`src/rtl/ram_write_drain_2w.sv`:
```
// ram_write_drain_2w
//   Writer-side companion for a two-write-port synchronous RAM. It buffers
//   single-beat write requests in an in-order queue. It drains up to two of
//   them per cycle onto the RAM write ports: port 1 carries the older entry and
//   port 2 the newer one. After reset it first sweeps zeros into every RAM entry.
//
// Optional feature: define RAM_WQ_FWD_EN to add a write-forwarding search
//   (fwd_addr / fwd_hit / fwd_data) over the entries still in the queue.
//
// Ports
//   clk, reset            clock; synchronous active-high reset
//   in_valid/in_ready     producer handshake for one write request
//   in_addr, in_data      request address / data
//   drain_stall           suppress RAM writes this cycle (ignored during init sweep)
//   waddr1/wdata1/we1     RAM write port 1 (older entry)
//   waddr2/wdata2/we2     RAM write port 2 (newer entry)
//   init_done             init sweep finished, queue is operating
//   queue_empty           no pending writes
//   queue_count           number of pending writes
//   fwd_addr/fwd_hit/fwd_data   (RAM_WQ_FWD_EN only) newest pending write to fwd_addr
module ram_write_drain_2w #(
   parameter int BRAM_ADDR_WIDTH = 5,
   parameter int BRAM_DATA_WIDTH = 32,
   parameter int DATA_DEPTH      = 32,
   parameter int QUEUE_DEPTH     = 4
) (
   input  logic                             clk,
   input  logic                             reset,
   input  logic                             in_valid,
   output logic                             in_ready,
   input  logic [BRAM_ADDR_WIDTH-1:0]       in_addr,
   input  logic [BRAM_DATA_WIDTH-1:0]       in_data,
   input  logic                             drain_stall,
   output logic [BRAM_ADDR_WIDTH-1:0]       waddr1,
   output logic [BRAM_DATA_WIDTH-1:0]       wdata1,
   output logic                             we1,
   output logic [BRAM_ADDR_WIDTH-1:0]       waddr2,
   output logic [BRAM_DATA_WIDTH-1:0]       wdata2,
   output logic                             we2,
   output logic                             init_done,
   output logic                             queue_empty,
   output logic [$clog2(QUEUE_DEPTH):0]     queue_count
`ifdef RAM_WQ_FWD_EN
   ,
   input  logic [BRAM_ADDR_WIDTH-1:0]       fwd_addr,
   output logic                             fwd_hit,
   output logic [BRAM_DATA_WIDTH-1:0]       fwd_data
`endif
);

   localparam int AW = BRAM_ADDR_WIDTH;
   localparam int DW = BRAM_DATA_WIDTH;
   localparam int PW = $clog2(QUEUE_DEPTH);
   localparam int CW = PW + 1;
   localparam logic [AW-1:0] LAST_PAIR = AW'(DATA_DEPTH - 2);

   typedef enum logic {ST_INIT, ST_RUN} state_t;

   state_t          state_q, state_d;
   logic [AW-1:0]   init_ptr_q, init_ptr_d;
   logic [PW-1:0]   head_q, head_d;
   logic [PW-1:0]   tail_q, tail_d;
   logic [CW-1:0]   count_q, count_d;

   // Queue payload storage; only the pointers and count need reset.
   logic [AW-1:0]   mem_addr_q [QUEUE_DEPTH];
   logic [AW-1:0]   mem_addr_d [QUEUE_DEPTH];
   logic [DW-1:0]   mem_data_q [QUEUE_DEPTH];
   logic [DW-1:0]   mem_data_d [QUEUE_DEPTH];

   logic [PW-1:0]   head_p1;
   logic            push;
   logic [1:0]      pops;

   assign head_p1 = head_q + PW'(1);

   always_comb begin
      state_d    = state_q;
      init_ptr_d = init_ptr_q;
      head_d     = head_q;
      tail_d     = tail_q;
      count_d    = count_q;
      mem_addr_d = mem_addr_q;
      mem_data_d = mem_data_q;
      push       = 1'b0;
      pops       = 2'd0;
      in_ready   = 1'b0;
      we1        = 1'b0;
      we2        = 1'b0;
      waddr1     = mem_addr_q[head_q];
      wdata1     = mem_data_q[head_q];
      waddr2     = mem_addr_q[head_p1];
      wdata2     = mem_data_q[head_p1];

      if (!reset) begin
         case (state_q)
            ST_INIT: begin
               // Zero two consecutive RAM entries per cycle.
               we1        = 1'b1;
               we2        = 1'b1;
               waddr1     = init_ptr_q;
               waddr2     = init_ptr_q + AW'(1);
               wdata1     = '0;
               wdata2     = '0;
               init_ptr_d = init_ptr_q + AW'(2);
               if (init_ptr_q == LAST_PAIR) begin
                  state_d = ST_RUN;
               end
            end
            ST_RUN: begin
               // Ready depends only on the registered count, so a drain in the
               // same cycle does not open a slot early.
               in_ready = (count_q < CW'(QUEUE_DEPTH));
               push     = in_valid & in_ready;
               if (!drain_stall && count_q >= CW'(1)) begin
                  we1 = 1'b1;
               end
               if (!drain_stall && count_q >= CW'(2)) begin
                  we2 = 1'b1;
               end
               pops   = {1'b0, we1} + {1'b0, we2};
               head_d = head_q + PW'(pops);
               if (push) begin
                  mem_addr_d[tail_q] = in_addr;
                  mem_data_d[tail_q] = in_data;
                  tail_d             = tail_q + PW'(1);
               end
               count_d = count_q + CW'(push) - CW'(pops);
            end
            default: begin
               state_d = ST_INIT;
            end
         endcase
      end
   end

   assign init_done   = !reset && (state_q == ST_RUN);
   assign queue_empty = (count_q == '0);
   assign queue_count = count_q;

   always_ff @(posedge clk) begin
      if (reset) begin
         state_q    <= ST_INIT;
         init_ptr_q <= '0;
         head_q     <= '0;
         tail_q     <= '0;
         count_q    <= '0;
      end else begin
         state_q    <= state_d;
         init_ptr_q <= init_ptr_d;
         head_q     <= head_d;
         tail_q     <= tail_d;
         count_q    <= count_d;
      end
   end

   always_ff @(posedge clk) begin
      mem_addr_q <= mem_addr_d;
      mem_data_q <= mem_data_d;
   end

`ifdef RAM_WQ_FWD_EN
   // Walk from oldest to newest so the newest matching entry wins.
   always_comb begin
      logic [PW-1:0] idx;
      idx      = '0;
      fwd_hit  = 1'b0;
      fwd_data = '0;
      if (!reset && state_q == ST_RUN) begin
         for (int i = 0; i < QUEUE_DEPTH; i++) begin
            idx = head_q + PW'(i);
            if ((CW'(i) < count_q) && (mem_addr_q[idx] == fwd_addr)) begin
               fwd_hit  = 1'b1;
               fwd_data = mem_data_q[idx];
            end
         end
      end
   end
`endif

endmodule
```
`config.mk`:
```
export PLATFORM = sky130hd
export DESIGN_NAME = ram_write_drain_2w
export DESIGN_NICKNAME = d
export VERILOG_FILES = /design/src/rtl/ram_write_drain_2w.sv
export SDC_FILE = /design/constraint.sdc
export NUM_CORES = 1
export LEC_CHECK = 0
export CAP_MARGIN = 15
export CELL_PAD_IN_SITES_DETAIL_PLACEMENT = 1
export CELL_PAD_IN_SITES_GLOBAL_PLACEMENT = 1
export CORE_AREA = 2 2 99 173
export CTS_BUF_LIST = sky130_fd_sc_hd__clkbuf_8
export DETAILED_ROUTE_END_ITERATION = 6
export DIE_AREA = 0 0 101 175
export PLACE_DENSITY = 0.82
export SLEW_MARGIN = 5
export SYNTH_ARGS = -nofsm -noshare
export SYNTH_HDL_FRONTEND = slang
export SYNTH_SLANG_ARGS = --single-unit
```
`constraint.sdc`:
```
create_clock -name clk -period 3 [get_ports clk]
set_input_delay 0.6 -clock clk [delete_from_list [all_inputs] [get_ports clk]]
set_output_delay 0.6 -clock clk [all_outputs]
set_load 0.005 [all_outputs]
```
# --- Word-level counts from Yosys, hierarchy flattened ---
# Cells that the tools add are included.
# Widths: inputs -> output; s select.
op_classes:
  magnitude_cmp: 7
  addsub: 8
  n_reduce_logical: 9
  mux: 40
  n_eq_ne: 1
  bitwise_logic: 6
ops:
  columns: ["op", "n"]
  rows:
  - ["$mux 32", 9]
  - ["$bmux 32 s2", 2]
  - ["$bwmux 128", 1]
  - ["$demux 32 s2", 1]
  - ["$mux 5", 9]
  - ["$bmux 5 s2", 2]
  - ["$bwmux 20", 1]
  - ["$mux 1", 12]
  - ["$demux 5 s2", 1]
  - ["$ge 3x3->1 const B", 3]
  - ["$not 2->3", 3]
  - ["$add 5x1->5 const B", 1]
  - ["$add 5x2->5 const B", 1]
  - ["$eq 5x5->1 const B", 1]
  - ["$add 2x1->2 const B", 2]
  - ["$logic_and 1x1->1", 4]
  - ["$pmux 1 s2", 2]
  - ["$add 3x1->3", 1]
  - ["$ge 3x1->1 const B", 1]
  - ["$ge 3x2->1 const B", 1]
  - ["$logic_not 3->1", 1]
  - ["$lt 3x1->1 const B", 1]
  - ["$lt 3x3->1 const B", 1]
  - ["$reduce_and 3->1", 1]
  - ["other kinds (7)", 9]
word_totals:
  reg_bits: 161
  out_inout_bits: 82
  elab_cells: 84
  inputBits: 41

# --- Logic depth before layout (Yosys ltp) ---
depth:
  word_depth: 7
  mapped_depth: 11
  depth_no_buf: 11

# --- Least setup slack after synthesis ---
# No wires, ideal clock.
synth_path:
  path_type: "flip-flop to flip-flop"
  start: "register count_q[2] (netlist: queue_count[2])"
  end: "register count_q[2] (netlist: queue_count[2])"
  path_stages_with_launch: 12
  arrival_ns: 2.334
  required_ns: 2.884
  setup_slack_ns: 0.550
  period_less_slack_ns: 2.450
  n_path_buf: 0
  setup_ns: 0.116
  cell_sequence: "dfxtp_1 -> nor3_1 -> nor2_1 -> ha_1 -> ha_1 -> inv_1 -> ha_1 -> inv_1 -> fa_1 -> xor2_1 -> a21oi_1 -> a31o_2"
synth_via:
  elab_chain_len: 7
synth_lines:
  columns: ["element", "line", "rtl"]
  rows:
  - ["start: declaration", "63", "logic [CW-1:0] count_q, count_d;"]
  - ["start signal: assignment", "153", "count_q <= count_d;"]
  - ["$ge 3x1->1 / $ge 3x2->1 (equally long branches)", "115, 118", null]
  - ["$logic_and 1x1->1, on equally long branches", "115, 118", null]
  - ["$mux 1, on equally long branches", "115, 118", null]
  - ["$mux 1", "96", "case (state_q)"]
  - ["$mux 1", "95", "if (!reset) begin"]
  - ["$add 1x1->2", "121", "pops = {1'b0, we1} + {1'b0, we2};"]
  - ["$sub 3x2->3 (*)", "128", "count_d = count_q + CW'(push) - CW'(pops);"]
# Mark *: on every way between the ends. The rest lies on a longest branch, timed or not. The select of a mux whose other input is x is not followed.
# A chain may end at the register's enable or synchronous reset.

# --- Worst setup path after layout ---
layout_path:
  start: "register head_q[1]"
  end: "output wdata2[14]"
layout_via:
  elab_chain_len: 7
layout_lines:
  columns: ["element", "line", "rtl"]
  rows:
  - ["start: declaration", "61", "logic [PW-1:0] head_q, head_d;"]
  - ["start signal: assignment", "145", "head_q <= '0;"]
  - ["start signal: assignment", "151", "head_q <= head_d;"]
  - ["$add 2x1->2 (*)", "75", "assign head_p1 = head_q + PW'(1);"]
  - ["$not 2->3 (not written as such) (*)", "93", "wdata2 = mem_data_q[head_p1];"]
  - ["$bmux 32 s2 (*)", "93", null]
  - ["$mux 32 (not written as such) (*) (2 in a row)", "93", null]
  - ["$mux 32", "96", null]
  - ["$mux 32 (*)", "95", null]
  - ["end: declaration", "38", "output logic [BRAM_DATA_WIDTH-1:0] wdata2,"]
# Marks and branches as above.

==> results <==
-- how the worst max path moves through the flow --
stage          cells after the start             end      startpoint  slack, ns
3_5_place_dp                       5       waddr2[4]           reset      -0.10
2_1_floorplan                     11  queue_count[2]  queue_count[2]       0.55
5_1_grt                            4       wdata1[8]       head_q[1]       0.01
4_1_cts                            5       waddr2[4]           reset      0.009
3_3_place_gp                       5       waddr2[3]           reset      0.008
6_report                           4      wdata2[14]       head_q[1]       0.11
-- routing by layer --
layer	vias up	GRT usage	part of all wire
met5	-	0	0
met4	0	0.07770	0.025
met3	26	0.04240	0.032
met2	118	0.3972	0.59
met1	2266	0.2278	0.35
li1	1950	-	-
-- power groups by stage --
stage	combinational [mW]	sequential [mW]	clock, mW
3_3_place_gp	0.193	2.49	0
5_1_grt	0.219	2.44	1.65
2_1_floorplan	0.0487	2.49	0
3_5_place_dp	0.203	2.49	0
6_report	0.202	2.44	1.53
4_1_cts	0.205	2.44	1.58
-- kinds of logic after synthesis --
family | count (synthesis) | synth area share
buffers and inverters | 36 | 0.03095
xor gates and xnor gates | 6 | 0.006988
muxes | 86 | 0.2243
adders and majority gates | 11 | 0.01930
AOI/OAI and AO/OA | 17 | 0.01747
DFF | 160 | 0.6230
and+or+nand+nor | 103 | 0.07803
-- cell type report --
cell class | instances | area [um^2]
timing repair buffer | 155 | 1570
multi-input combinational | 223 | 2619
antenna | 1 | 2.502
inverter | 7 | 26.28
fill | 1513 | 6758
sequential | 160 | 4692
clock inverter | 15 | 148.9
tap | 192 | 240.2
clock buffer | 17 | 234.0
-- placed cells by master (no fill, tap or decap), types with 3 or more instances in the layout --
cell type	synthesis	routed
and2_2	0	4
buf_12	0	6
buf_4	8	25
clkbuf_8	0	17
clkdlybuf4s50_1	0	121
clkinvlp_4	0	3
dfxtp_1	12	10
edfxtp_1	148	148
ha_1	10	10
inv_1	7	7
inv_6	0	5
inv_8	0	3
mux2i_1	20	20
mux4_2	66	66
nand2_1	4	4
nand2b_1	4	4
nor2_1	20	19
nor2b_1	66	66
o221ai_1	8	8
xor2_1	4	4
-- what timing repair did --
| item | in CTS | in global routing |
|---|---|---|
| hold endpoints to repair | 0 | 0 |
| resized for setup | 2 | 1 |
| setup buffers | 9 | 0 |
| endpoints found under the setup margin | 69 | 8 |
-- sequential cells by signal, summed over array words and instances, names as in the netlist --
name / count
tail_q: 2
state_q: 1
init_ptr_q: 4
mem_addr_q: 20
mem_data_q: 128
head_q: 2
queue_count: 3
-- metrics by stage --
stage          cell area, um^2  cells
2_1_floorplan             7520    419
3_3_place_gp              9050    728
3_5_place_dp              9050    728
4_1_cts                   9528    769
5_1_grt                   9533    770
6_report                  9533    770
-- worst register-to-register path: cells and delay by family, from the launching register on --
family / cells / cell delay (ns)
AND/OR/NAND/NOR: 2 / 0.46
flip-flops: 1 / 0.39
XOR/XNOR: 1 / 0.19
adder cells (fa/ha/maj): 4 / 1.13
buffers and inverters: 2 / 0.11
AO/OA/AOI/OAI: 2 / 0.30
==> results.sh <==
export IMPL_ant_nets=0
export IMPL_period_needed_ns=2.887
export IMPL_gp_congestion=0.7992
export IMPL_finClkSkew_ns=0.01148
export IMPL_synth_area_leaders="edfxtp_1 59%, mux4_2 20%, nor2b_1 5.5%, dfxtp_1 3.2%, mux2i_1 2.7%"
export IMPL_drive_gt1_frac=0.2478
export IMPL_worstRegToRegCells=11
export IMPL_tightest_slew_ns=0.3646
export IMPL_critPathSlowestCell="mux4_2"
export IMPL_fin_tns_setup_ns=0
export IMPL_reg2reg_to="queue_count[2]"
export IMPL_synthArstFlopShare=0
export IMPL_cp_required_ns=2.40
export IMPL_area_growth_pct=26.77
export IMPL_grt_pass1_vias=5001
export IMPL_grt_overflow=0
export IMPL_synth_top_area_cell="edfxtp_1"
export IMPL_max_vdd_ir_drop_mv=0.2853
export IMPL_pwr_share_comb=0.048
export IMPL_fin_ws_ns=0.1129
export IMPL_crit_fanout=10
export IMPL_core_area_mm2=0.01629
export IMPL_start_kind="flip-flop"
export IMPL_ys_seq_area_frac=0.6230
export IMPL_syn_cell_area_mm2=0.007520
export IMPL_ys_ff_latch=160
export IMPL_p_sw_mw=0.9343
export IMPL_die_h_um=175
export IMPL_setup_viol=0
export IMPL_drt_initial_drc_count=222
export IMPL_rows=62
export IMPL_start_util=0.4616
export IMPL_slowest_delay_ns=0.52
export IMPL_dr_total_vias=4360
export IMPL_crit_path_end_kind="output pin"
export IMPL_p_total_mw=4.167
export IMPL_clkSlewWorstSetupHoldPaths_ns=0.09
export IMPL_cp_data_arrival_time_ns=2.29
export IMPL_pre_cts_ws_ns=-0.1041
export IMPL_grt_max_degree=29
export IMPL_power_density_mw_per_mm2=437.1
export IMPL_cts_hold_buffers_added=0
export IMPL_hp_start="init_ptr_q[4]"
export IMPL_grt_use_total=0.2111
export IMPL_die_w_um=101
export IMPL_clkLatencyLatePin_ns=0.43
export IMPL_slew_headroom=0.7550
export IMPL_clkPwrFrac=0.367
export IMPL_finalCritPeriodShare=0.9624
export IMPL_wl_per_cell_um=22.63
export IMPL_ys_warn_count=0
export IMPL_cts_tree="yes"
export IMPL_netlist_instances=419
export IMPL_worstPathCellList="buf_4, mux4_2, nor2b_1, clkdlybuf4s50_1"
export IMPL_hold_viol=0
export IMPL_yosysMostFrequentCell="edfxtp_1"
export IMPL_avgSynthCellArea_um2=17.95
export IMPL_synth_common_cells="148 x edfxtp_1, 66 x mux4_2, 66 x nor2b_1"
export IMPL_pwr_share_seq=0.585
export IMPL_synth_nets=471
export IMPL_final_nets=616
export IMPL_cts_made_buffers=17
export IMPL_switching_share=0.2242
export IMPL_p_leak_nw=3.065
export IMPL_finalCoreUtilization=0.5852
export IMPL_hold_slack_ns=0.5661
export IMPL_synth_edff_count=148
export IMPL_io_pins=123
export IMPL_cts_root_buf="clkbuf_8"
export IMPL_clock_sinks=160
export IMPL_place_hpwl_um=12570
export IMPL_rrSetupSlack_ns=0.33
export IMPL_synth_top_area_share=0.5910
export IMPL_synth_ff_type="edfxtp_1"
export IMPL_antenna_found_initial=1
export IMPL_drc_errors=0
export IMPL_fmax_mhz=346.4
export IMPL_cts_path_max_buffers=2
export IMPL_slew_violations=0
export IMPL_hp_class="flip-flop to flip-flop"
export IMPL_whs_endpoint="state_q"
export IMPL_synthDistinctLibCells=30
export IMPL_drt_pass1_iterations=4
export IMPL_io_buffers=122
export IMPL_grt_pass1_wl_um=27580
export IMPL_p_int_mw=3.232
export IMPL_crit_type="flip-flop to output pin"
export IMPL_htree_levels=4
export IMPL_status="finished clean"
export IMPL_die_area_mm2=0.01768
export IMPL_wl_um=17420
export IMPL_cp_buffers_inverters=2
export IMPL_viasPerCell=5.662
export IMPL_crit_family="buffers and inverters"
export IMPL_r2r_start="queue_count[2]"
export IMPL_grt_setup_unrepaired="false"
export IMPL_min_path_cells=2
export IMPL_cap_viol_max_count=0
(Power assumes the default switching activity.)
